## src/rtl/uart_pkg.sv

```systemverilog
// Shared types and constants for the UART RX read-side drain controller.
package uart_pkg;

  localparam int unsigned UART_RX_DRAIN_CNT_W = 16;

  typedef enum logic [2:0] {
    StIdle,
    StFetch,
    StCapt,
    StHold,
    StFlush
  } rx_drain_state_e;

endpackage

```

## src/rtl/uart_rx_timeout_timer.sv

```systemverilog
// Saturating idle-cycle counter. Emits a single-cycle hit once the count has sat
// at TIMEOUT_CYCLES-1 for one enabled cycle; any clr or a dropped en restarts it.
module uart_rx_timeout_timer #(
  parameter int unsigned TIMEOUT_CYCLES = 4096
) (
  input  logic clk,
  input  logic rst,
  input  logic clr,
  input  logic en,
  output logic hit
);

  localparam int unsigned CntW = $clog2(TIMEOUT_CYCLES);
  localparam logic [CntW-1:0] CntMax = CntW'(TIMEOUT_CYCLES - 1);

  logic [CntW-1:0] cnt;
  logic            fired;

  // Fire once per idle stretch so the hit stays a pulse while saturated.
  assign hit = en & ~clr & ~fired & (cnt == CntMax);

  // Count enabled cycles, saturating at CntMax.
  always_ff @(posedge clk) begin
    if (rst || clr || !en) begin
      cnt   <= '0;
      fired <= 1'b0;
    end else begin
      if (cnt != CntMax) cnt <= cnt + CntW'(1);
      if (hit) fired <= 1'b1;
    end
  end

endmodule

```

## src/rtl/uart_rx_drain_ctrl.sv

```systemverilog
// UART RX read-side drain controller: prefetches one byte from the RX FIFO into
// the RBR, reports data-ready, raises avail/timeout interrupts and sequences
// software flushes. Optional feature macro: UART_RX_DRAIN_STATS_EN enables the
// delivered-byte counter; without it rx_byte_count is tied to zero.
module uart_rx_drain_ctrl
  import uart_pkg::*;
#(
  parameter int unsigned DATA_WIDTH     = 8,
  parameter int unsigned TIMEOUT_CYCLES = 4096,
  parameter int unsigned FLUSH_CYCLES   = 4
) (
  input  logic                           rd_clk,
  input  logic                           rd_rst,
  output logic                           fifo_rd_en,
  input  logic [DATA_WIDTH-1:0]          fifo_rd_data,
  input  logic                           fifo_rd_empty,
  output logic                           fifo_clear,
  input  logic                           reg_rd_req,
  output logic [DATA_WIDTH-1:0]          reg_rd_data,
  output logic                           data_ready,
  input  logic                           flush_req,
  output logic                           flush_busy,
  input  logic                           ien_avail,
  input  logic                           ien_timeout,
  output logic                           timeout_flag,
  output logic                           irq,
  output logic [UART_RX_DRAIN_CNT_W-1:0] rx_byte_count
);

  localparam int unsigned FlushCntW = $clog2(FLUSH_CYCLES + 1);
  localparam logic [FlushCntW-1:0] FlushLast = FlushCntW'(FLUSH_CYCLES - 1);

  rx_drain_state_e      state;
  logic [FlushCntW-1:0] flush_cnt;
  logic                 tmo_clr;
  logic                 tmo_en;
  logic                 tmo_hit;

  // FIFO strobes come straight from registered state: no input-to-output path.
  assign fifo_rd_en = (state == StFetch);
  assign fifo_clear = (state == StFlush);
  assign flush_busy = (state == StFlush);

  // Idle counting only while a byte is held, the FIFO is dry and nothing reads it.
  assign tmo_clr = (state == StCapt) | flush_req;
  assign tmo_en  = (state == StHold) & fifo_rd_empty & ~reg_rd_req & ~flush_req;

  uart_rx_timeout_timer #(
    .TIMEOUT_CYCLES(TIMEOUT_CYCLES)
  ) u_timer (
    .clk(rd_clk),
    .rst(rd_rst),
    .clr(tmo_clr),
    .en (tmo_en),
    .hit(tmo_hit)
  );

  // Drain FSM with registered holding register and status flags.
  always_ff @(posedge rd_clk) begin
    if (rd_rst) begin
      state        <= StIdle;
      flush_cnt    <= '0;
      reg_rd_data  <= '0;
      data_ready   <= 1'b0;
      timeout_flag <= 1'b0;
    end else if (flush_req) begin
      // Flush overrides everything, including a same-cycle RBR read.
      state        <= StFlush;
      flush_cnt    <= '0;
      data_ready   <= 1'b0;
      timeout_flag <= 1'b0;
    end else begin
      case (state)
        StIdle: begin
          if (!fifo_rd_empty) state <= StFetch;
        end
        StFetch: state <= StCapt;
        StCapt: begin
          reg_rd_data <= fifo_rd_data;
          data_ready  <= 1'b1;
          state       <= StHold;
        end
        StHold: begin
          if (reg_rd_req) begin
            data_ready   <= 1'b0;
            timeout_flag <= 1'b0;
            state        <= fifo_rd_empty ? StIdle : StFetch;
          end else if (tmo_hit) begin
            timeout_flag <= 1'b1;
          end
        end
        StFlush: begin
          if (flush_cnt == FlushLast) begin
            state <= StIdle;
          end else begin
            flush_cnt <= flush_cnt + FlushCntW'(1);
          end
        end
        default: state <= StIdle;
      endcase
    end
  end

  // Interrupt is a registered OR of the enabled sources.
  always_ff @(posedge rd_clk) begin
    if (rd_rst) irq <= 1'b0;
    else        irq <= (ien_avail & data_ready) | (ien_timeout & timeout_flag);
  end

`ifdef UART_RX_DRAIN_STATS_EN
  logic rd_accept;

  // Only HOLD holds valid data, so a read there is a delivered byte.
  assign rd_accept = (state == StHold) & reg_rd_req & ~flush_req;

  // Wrapping delivered-byte counter; flushes leave it alone.
  always_ff @(posedge rd_clk) begin
    if (rd_rst)         rx_byte_count <= '0;
    else if (rd_accept) rx_byte_count <= rx_byte_count + UART_RX_DRAIN_CNT_W'(1);
  end
`else
  assign rx_byte_count = '0;
`endif

endmodule

```

## config.mk

```make
export PLATFORM = sky130hd
export DESIGN_NAME = uart_rx_drain_ctrl
export DESIGN_NICKNAME = d
export VERILOG_FILES = /design/src/rtl/uart_pkg.sv /design/src/rtl/uart_rx_timeout_timer.sv /design/src/rtl/uart_rx_drain_ctrl.sv
export SDC_FILE = /design/constraint.sdc
export NUM_CORES = 1
export LEC_CHECK = 0
export CAP_MARGIN = 20
export CORE_UTILIZATION = 40
export DETAILED_ROUTE_END_ITERATION = 8
export PLACE_DENSITY = 0.73
export REMOVE_ABC_BUFFERS = 1
export SYNTH_ARGS = -nofsm -noshare
export SYNTH_HDL_FRONTEND = slang
export SYNTH_SLANG_ARGS = --single-unit
```

## constraint.sdc

```tcl
create_clock -name rd_clk -period 1.64 [get_ports rd_clk]
set_input_delay 0.328 -clock rd_clk [delete_from_list [all_inputs] [get_ports rd_clk]]
set_output_delay 0.328 -clock rd_clk [all_outputs]
set_load 0.02 [all_outputs]
```

Word-level counts from Yosys, hierarchy flattened
Cells that the tools add are included.

$add $sub $neg: 2. Equality and inequality tests: 13. Mux-type cells: 10. Bitwise logic cells: 15. Reductions and logical operators: 13.

Operators by type and width (count): 3-bit one-hot mux with 5 select lines (1); 12-bit by 1-bit adder with 12-bit output, second input constant (1); 12-bit equality test, second input constant (1); 3-bit 2-to-1 mux (4); 12-bit inequality test, second input constant (1); 3-bit by 2-bit equality test with 1-bit output, second input constant (3); 1-bit AND (8); 2-bit AND reduction (4); 3-bit inequality test, second input constant (2); 3-bit AND reduction (2); 1-bit NOT (5); 1-bit 2-to-1 mux (4); 2-bit inequality test, second input constant (2); 2-bit nonzero test (2); 3-bit by 1-bit adder with 3-bit output, second input constant (1); 3-bit by 1-bit equality test with 1-bit output, second input constant (1); 3-bit equality test, second input constant (1); 3-bit logical NOT (1); 3-bit by 1-bit inequality test with 1-bit output, second input constant (1); 1-bit logical OR (2); 2-bit by 1-bit inequality test with 1-bit output, second input constant (1); 1-bit OR (2); 1-bit one-hot mux with 2 select lines (1); 2-bit OR reduction (1); 1-bit logical NOT (1).

Register bits after elaboration: 30. Input bits: 15. Output and inout port bits: 30. Word-level logic and storage cells: 62.

Longest topological paths before layout
Depth after elaboration: 9. Mapped depth: 5. Gate-level depth less buffers: 5.

Hierarchy
From an unflattened synthesis, not the netlist that was laid out.

Cells, all modules: 171. Area, all modules: 1676.6 µm².

Modules (own cells, without submodules): uart_rx_drain_ctrl (times used 1, cells each 103, area each 992.2 µm², seq. area each 340.3 µm²); uart_rx_timeout_timer (times used 1, cells each 68, area each 684.4 µm², seq. area each 260.2 µm²).

Least setup slack after synthesis
OpenSTA, ideal clock, no wires.

Path kind: register -> register. Start point: register state[2]. End point: register flush_cnt[1]. Setup time: 0.115 ns. Data arrival time: 1.695 ns. Required time: 1.525 ns. Setup slack: -0.170 ns. Cell stages (with the launch flop): 6. Buffers on the path: 1. Clock period less this slack: 1.810 ns. Cell sequence: dfxtp_1 -> clkbuf_1 -> nor3b_1 -> and2b_1 -> mux2i_1 -> nor2_1.

Word-level cells in the longest chain between the ends: 2.

RTL lines: from (decl) (line uart_rx_drain_ctrl.sv:33) `rx_drain_state_e state;`; from (signal assigned) (line uart_rx_drain_ctrl.sv:61) `state <= StIdle;`; from (signal assigned) (line uart_rx_drain_ctrl.sv:68) `state <= StFlush;`; from (signal assigned) (line uart_rx_drain_ctrl.sv:75) `if (!fifo_rd_empty) state <= StFetch;`; 3-bit equality test; via fifo_clear (line uart_rx_drain_ctrl.sv:17) `output logic fifo_clear,`; 2-bit AND reduction (no line); to (signal assigned) (line uart_rx_drain_ctrl.sv:96) `flush_cnt <= flush_cnt + FlushCntW'(1);`; to (decl) (line uart_rx_drain_ctrl.sv:34) `logic [FlushCntW-1:0] flush_cnt;`.

The timed path passes the listed nets, and every way through them passes these cells. A chain may end at the register's enable or synchronous reset.

Worst setup path after layout
Start point: register u_timer.cnt[1]. End point: register u_timer.cnt[2].

Word-level cells in the longest chain between the ends: 1. Elaborated cells between the ends (all ways): 2. Those cells by class: add/sub (1); eq/ne (1).

RTL lines: from (decl) (line uart_rx_timeout_timer.sv:16) `logic [CntW-1:0] cnt;`; from (signal assigned) (line uart_rx_timeout_timer.sv:28) `if (cnt != CntMax) cnt <= cnt + CntW'(1);`; 12-bit by 1-bit adder with 12-bit output / 12-bit inequality test (equally long branches) (line uart_rx_timeout_timer.sv:28).

Several ways; a longest one is shown, not always the timed one.

==> results.md <==
* Sequential share of the synthesized area at 41.03%
* WP data arrival at approximately 1900 ps
* First-pass GRT wire length at between 4 and 5 mm
* Nets at between 200 and 250
* R2R cell count at 5
* Clk sinks at 30
* End point of the critical path: u_timer.cnt[2]
* Netlist Area Pre-Place at 1464 um2
* Final min period at 1591 ps
* Initial antenna violation count at 0
* Buffer count from post-CTS setup fixing at 0
* CP Buf/Inv Count at 0
* Seq cells post-synth at 30
* Hold-fix buffers, CTS at 0
* Multiplexer share of the synthesized area at 0.6838%
* Outcome: finished clean
* Die H at about 62 um
* GR Util met3 at under 10%
* Core ar. at about 3400 um2
* RSZ-0062 raised after global routing: yes
* Cells along the critical path: ha_2 > nand3_2 > or4_4 > and3_1 > nor3_2
* Met2 Usage GRT at between 20% and 30%
* Compound-Gate Fraction of Synth Area at between 10% and 20%
* Fillers at between 300 and 400
* Async set-reset flop share out of synthesis at 0%
* Max frequency at between 0.6 and 0.7 GHz
* Worst Hold Class: flip-flop to flip-flop
* Min Hold Slack at approximately 460 ps
* Max Cap Viol at 0
* Final WL at around 2.8 mm
* Post-DP HPWL at around 2.1 mm
* Synth Area in XOR/XNOR at 1.795%
* Post-synth EDFFs at 0
* DP Area at about 1900 um2
* R2R Setup Slk at ~49 ps
* Critical path depth at 5
* Largest net degree at the start of global routing at 12
* Rows at 21
* Total Routing Usage GR at between 15 and 20%
* Startpoint types: flip-flop
* Delay-heaviest family, CP: simple AND/OR/NAND/NOR gates
* Area grow syn2layout at 34.44%
* Vias in the first global route at about 1100
* Initial DRC Count at 35
* Crit. End Element: flip-flop
* Commonest non-fill, non-tap cell in the layout: dfxtp_1
* Initial Utilization at between 40% and 50%
* Crit-path slowest cell: or4_4
* Worst EP required at between 1500 and 2000 ps
* Area of the multi-input gates at between 700 and 800 um2
* Leak Pwr at between 0.7 and 0.8 nW
* Largest family of logic cells by synthesized area: simple AND/OR/NAND/NOR gates
* Power density over the cells at approximately 740 nW/um2
* Setup Viol. Count Final at 0
* CTS H-Tree Depth at 2
* Reg clk slew, reported paths at 100 ps
* Simple-Gate Fraction of Synth Area at approximately 28%
* Initial DRT Pass Iterations at 4
* Post-Synthesis Cells at between 150 and 200
* Launch point of the worst reg-to-reg path: u_timer.cnt[1]
* Netlist cell types at 46
* Worst-Skew Late Latency at approximately 330 ps
* Routed len/inst at between 10 and 15 um
* Syn Area/Cell at 8.662 um2
* Residual DRC at 0
* Main flop type after synthesis: dfxtp_1
* YS warnings at 0
* Share of cells above drive strength 1 at 22.02%
* Buffers on Ports at 28
* WS Path Type: flip-flop to flip-flop
* Ant. Diodes at 0
* Met1 Use GR at about a fifth
* Peak VDD IR at about 0.52 mV
* R2R Path End: u_timer.cnt[2]
* Cts bufs inserted at 5
* Max Fanout on Critical Path at 4
* Post-route cell area at approximately 2000 um2
* Most frequent cells in the layout: dfxtp_1, nand2_1, buf_4, clkdlybuf4s50_1, conb_1
* Die X at ~62 um
* Total gr overflow at 0
* Routed Antenna Nets at 0
* Max Buffers Root-to-Sink at 2
* Post-DR vias/cell at between 4 and 5
* Placer's final routability congestion estimate at roughly 0.83
* Grt peak-use layer: met2
* Pins Over Slew Limit at 0
* DIE AREA at about 4000 um2
* Synth Area in Adders at 2.564%
* CP startpoint: u_timer.cnt[1]
* Tcrit/Tclk final at between 90% and 100%
* Crit-path max cell delay at about 520 ps
* Seq. cell area at 603.1 um2
* I/O pins at 45
* Worst clock skew at between 10 and 15 ps
* Final hold vios at 0
* CTS tree: done
* CTS root buffer: clkbuf_4
* Routed vias at between 1000 and 1500
## power breakdown
group	switching [W]	internal (W)	total (W)
clock	0.000259	0.000316	0.000574
sequential	0.00000574	0.000735	0.000740
combinational	0.0000747	0.0000639	0.000139
total	0.000339	0.00111	0.00145
## tightest hold or removal path, cell delays in order, from the launching register on
cell	delay [ps]
dfxtp_1	320
nand2_1	50
a21oi_1	50
## synth_stat cells, types with 2 or more instances
| cell | number | area [um2] |
|---|---|---|
| dfxtp_1 | 30 | 600.6 |
| nand2_1 | 23 | 86.33 |
| buf_4 | 17 | 127.6 |
| a21oi_1 | 13 | 65.06 |
| nor2_1 | 13 | 48.80 |
| clkbuf_1 | 5 | 18.77 |
| inv_1 | 5 | 18.77 |
| a31oi_1 | 4 | 25.02 |
| nand4_1 | 4 | 25.02 |
| nor3_1 | 4 | 20.02 |
| o21ai_0 | 4 | 20.02 |
| ha_1 | 3 | 37.54 |
| nand3_1 | 3 | 15.01 |
| xnor2_1 | 3 | 26.28 |
| a211oi_1 | 2 | 15.01 |
| a311oi_1 | 2 | 17.52 |
| a41oi_1 | 2 | 17.52 |
| buf_2 | 2 | 10.01 |
| nor2b_1 | 2 | 12.51 |
| nor3b_1 | 2 | 15.01 |
## routing by layer
layer	share of wire (%)	up-vias
li1	-	656
met1	50	566
met2	43	41
met3	5.6	4
met4	1.6	0
met5	0	-
## worst min path at each step
| stage | end | cells past startpoint | from |
|---|---|---|---|
| final | reg_rd_data[5] | 2 | reg_rd_data[5] |
| after floorplan | reg_rd_data[0] | 1 | rd_rst |
| after global routing | reg_rd_data[7] | 2 | reg_rd_data[7] |
| after detailed placement | reg_rd_data[2] | 2 | reg_rd_data[2] |
| after global placement | reg_rd_data[5] | 2 | reg_rd_data[5] |
| after CTS | reg_rd_data[2] | 2 | reg_rd_data[2] |
## layout make-up
type | instances | share of cell area [%]
Sequential cell | 30 | 30.64
Multi-Input combinational cell | 124 | 38.21
Clock inverter | 3 | 2.034
Clock buffer | 5 | 1.907
Timing Repair Buffer | 51 | 23.33
Inverter | 5 | 0.9536
Tap cell | 46 | 2.924
## stage by stage
step           TNS [ps]  total power, W  std cells  setup WS (ps)  utilization, %
2_1_floorplan     -1862       0.0008210        159         -466.7               -
3_3_place_gp      -2924       0.0008936        256         -209.2           54.91
3_5_place_dp      -3199       0.0008950        256         -223.8           54.91
4_1_cts               0        0.001470        264          5.285           57.33
5_1_grt          -190.4        0.001514        264         -84.88           57.62
6_report              0        0.001453        264          48.62           57.62
## registers in the layout, indices dropped and copies added (netlist names)
name           flops
reg_rd_data        8
state              3
flush_cnt          3
u_timer.fired      1
irq                1
data_ready         1
timeout_flag       1
u_timer.cnt       12
## kinds of logic (layout without fill, tap and decap cells)
family / Yosys count / after routing
AO/OA/AOI/OAI: 31 / 31
XOR/XNOR: 3 / 3
adder cells (fa/ha/maj): 3 / 3
buffers and inverters: 30 / 64
flip-flops: 30 / 30
multiplexers: 1 / 1
other: 1 / 16
AND/OR/NAND/NOR: 70 / 70
## repair_timing
item | 4_1_cts | 5_1_grt
setup endpoints to repair | 6 | 9
gates resized for setup | 13 | 8
pin swaps | 1 | 0
No activity file was read; power rests on OpenSTA's default activity.
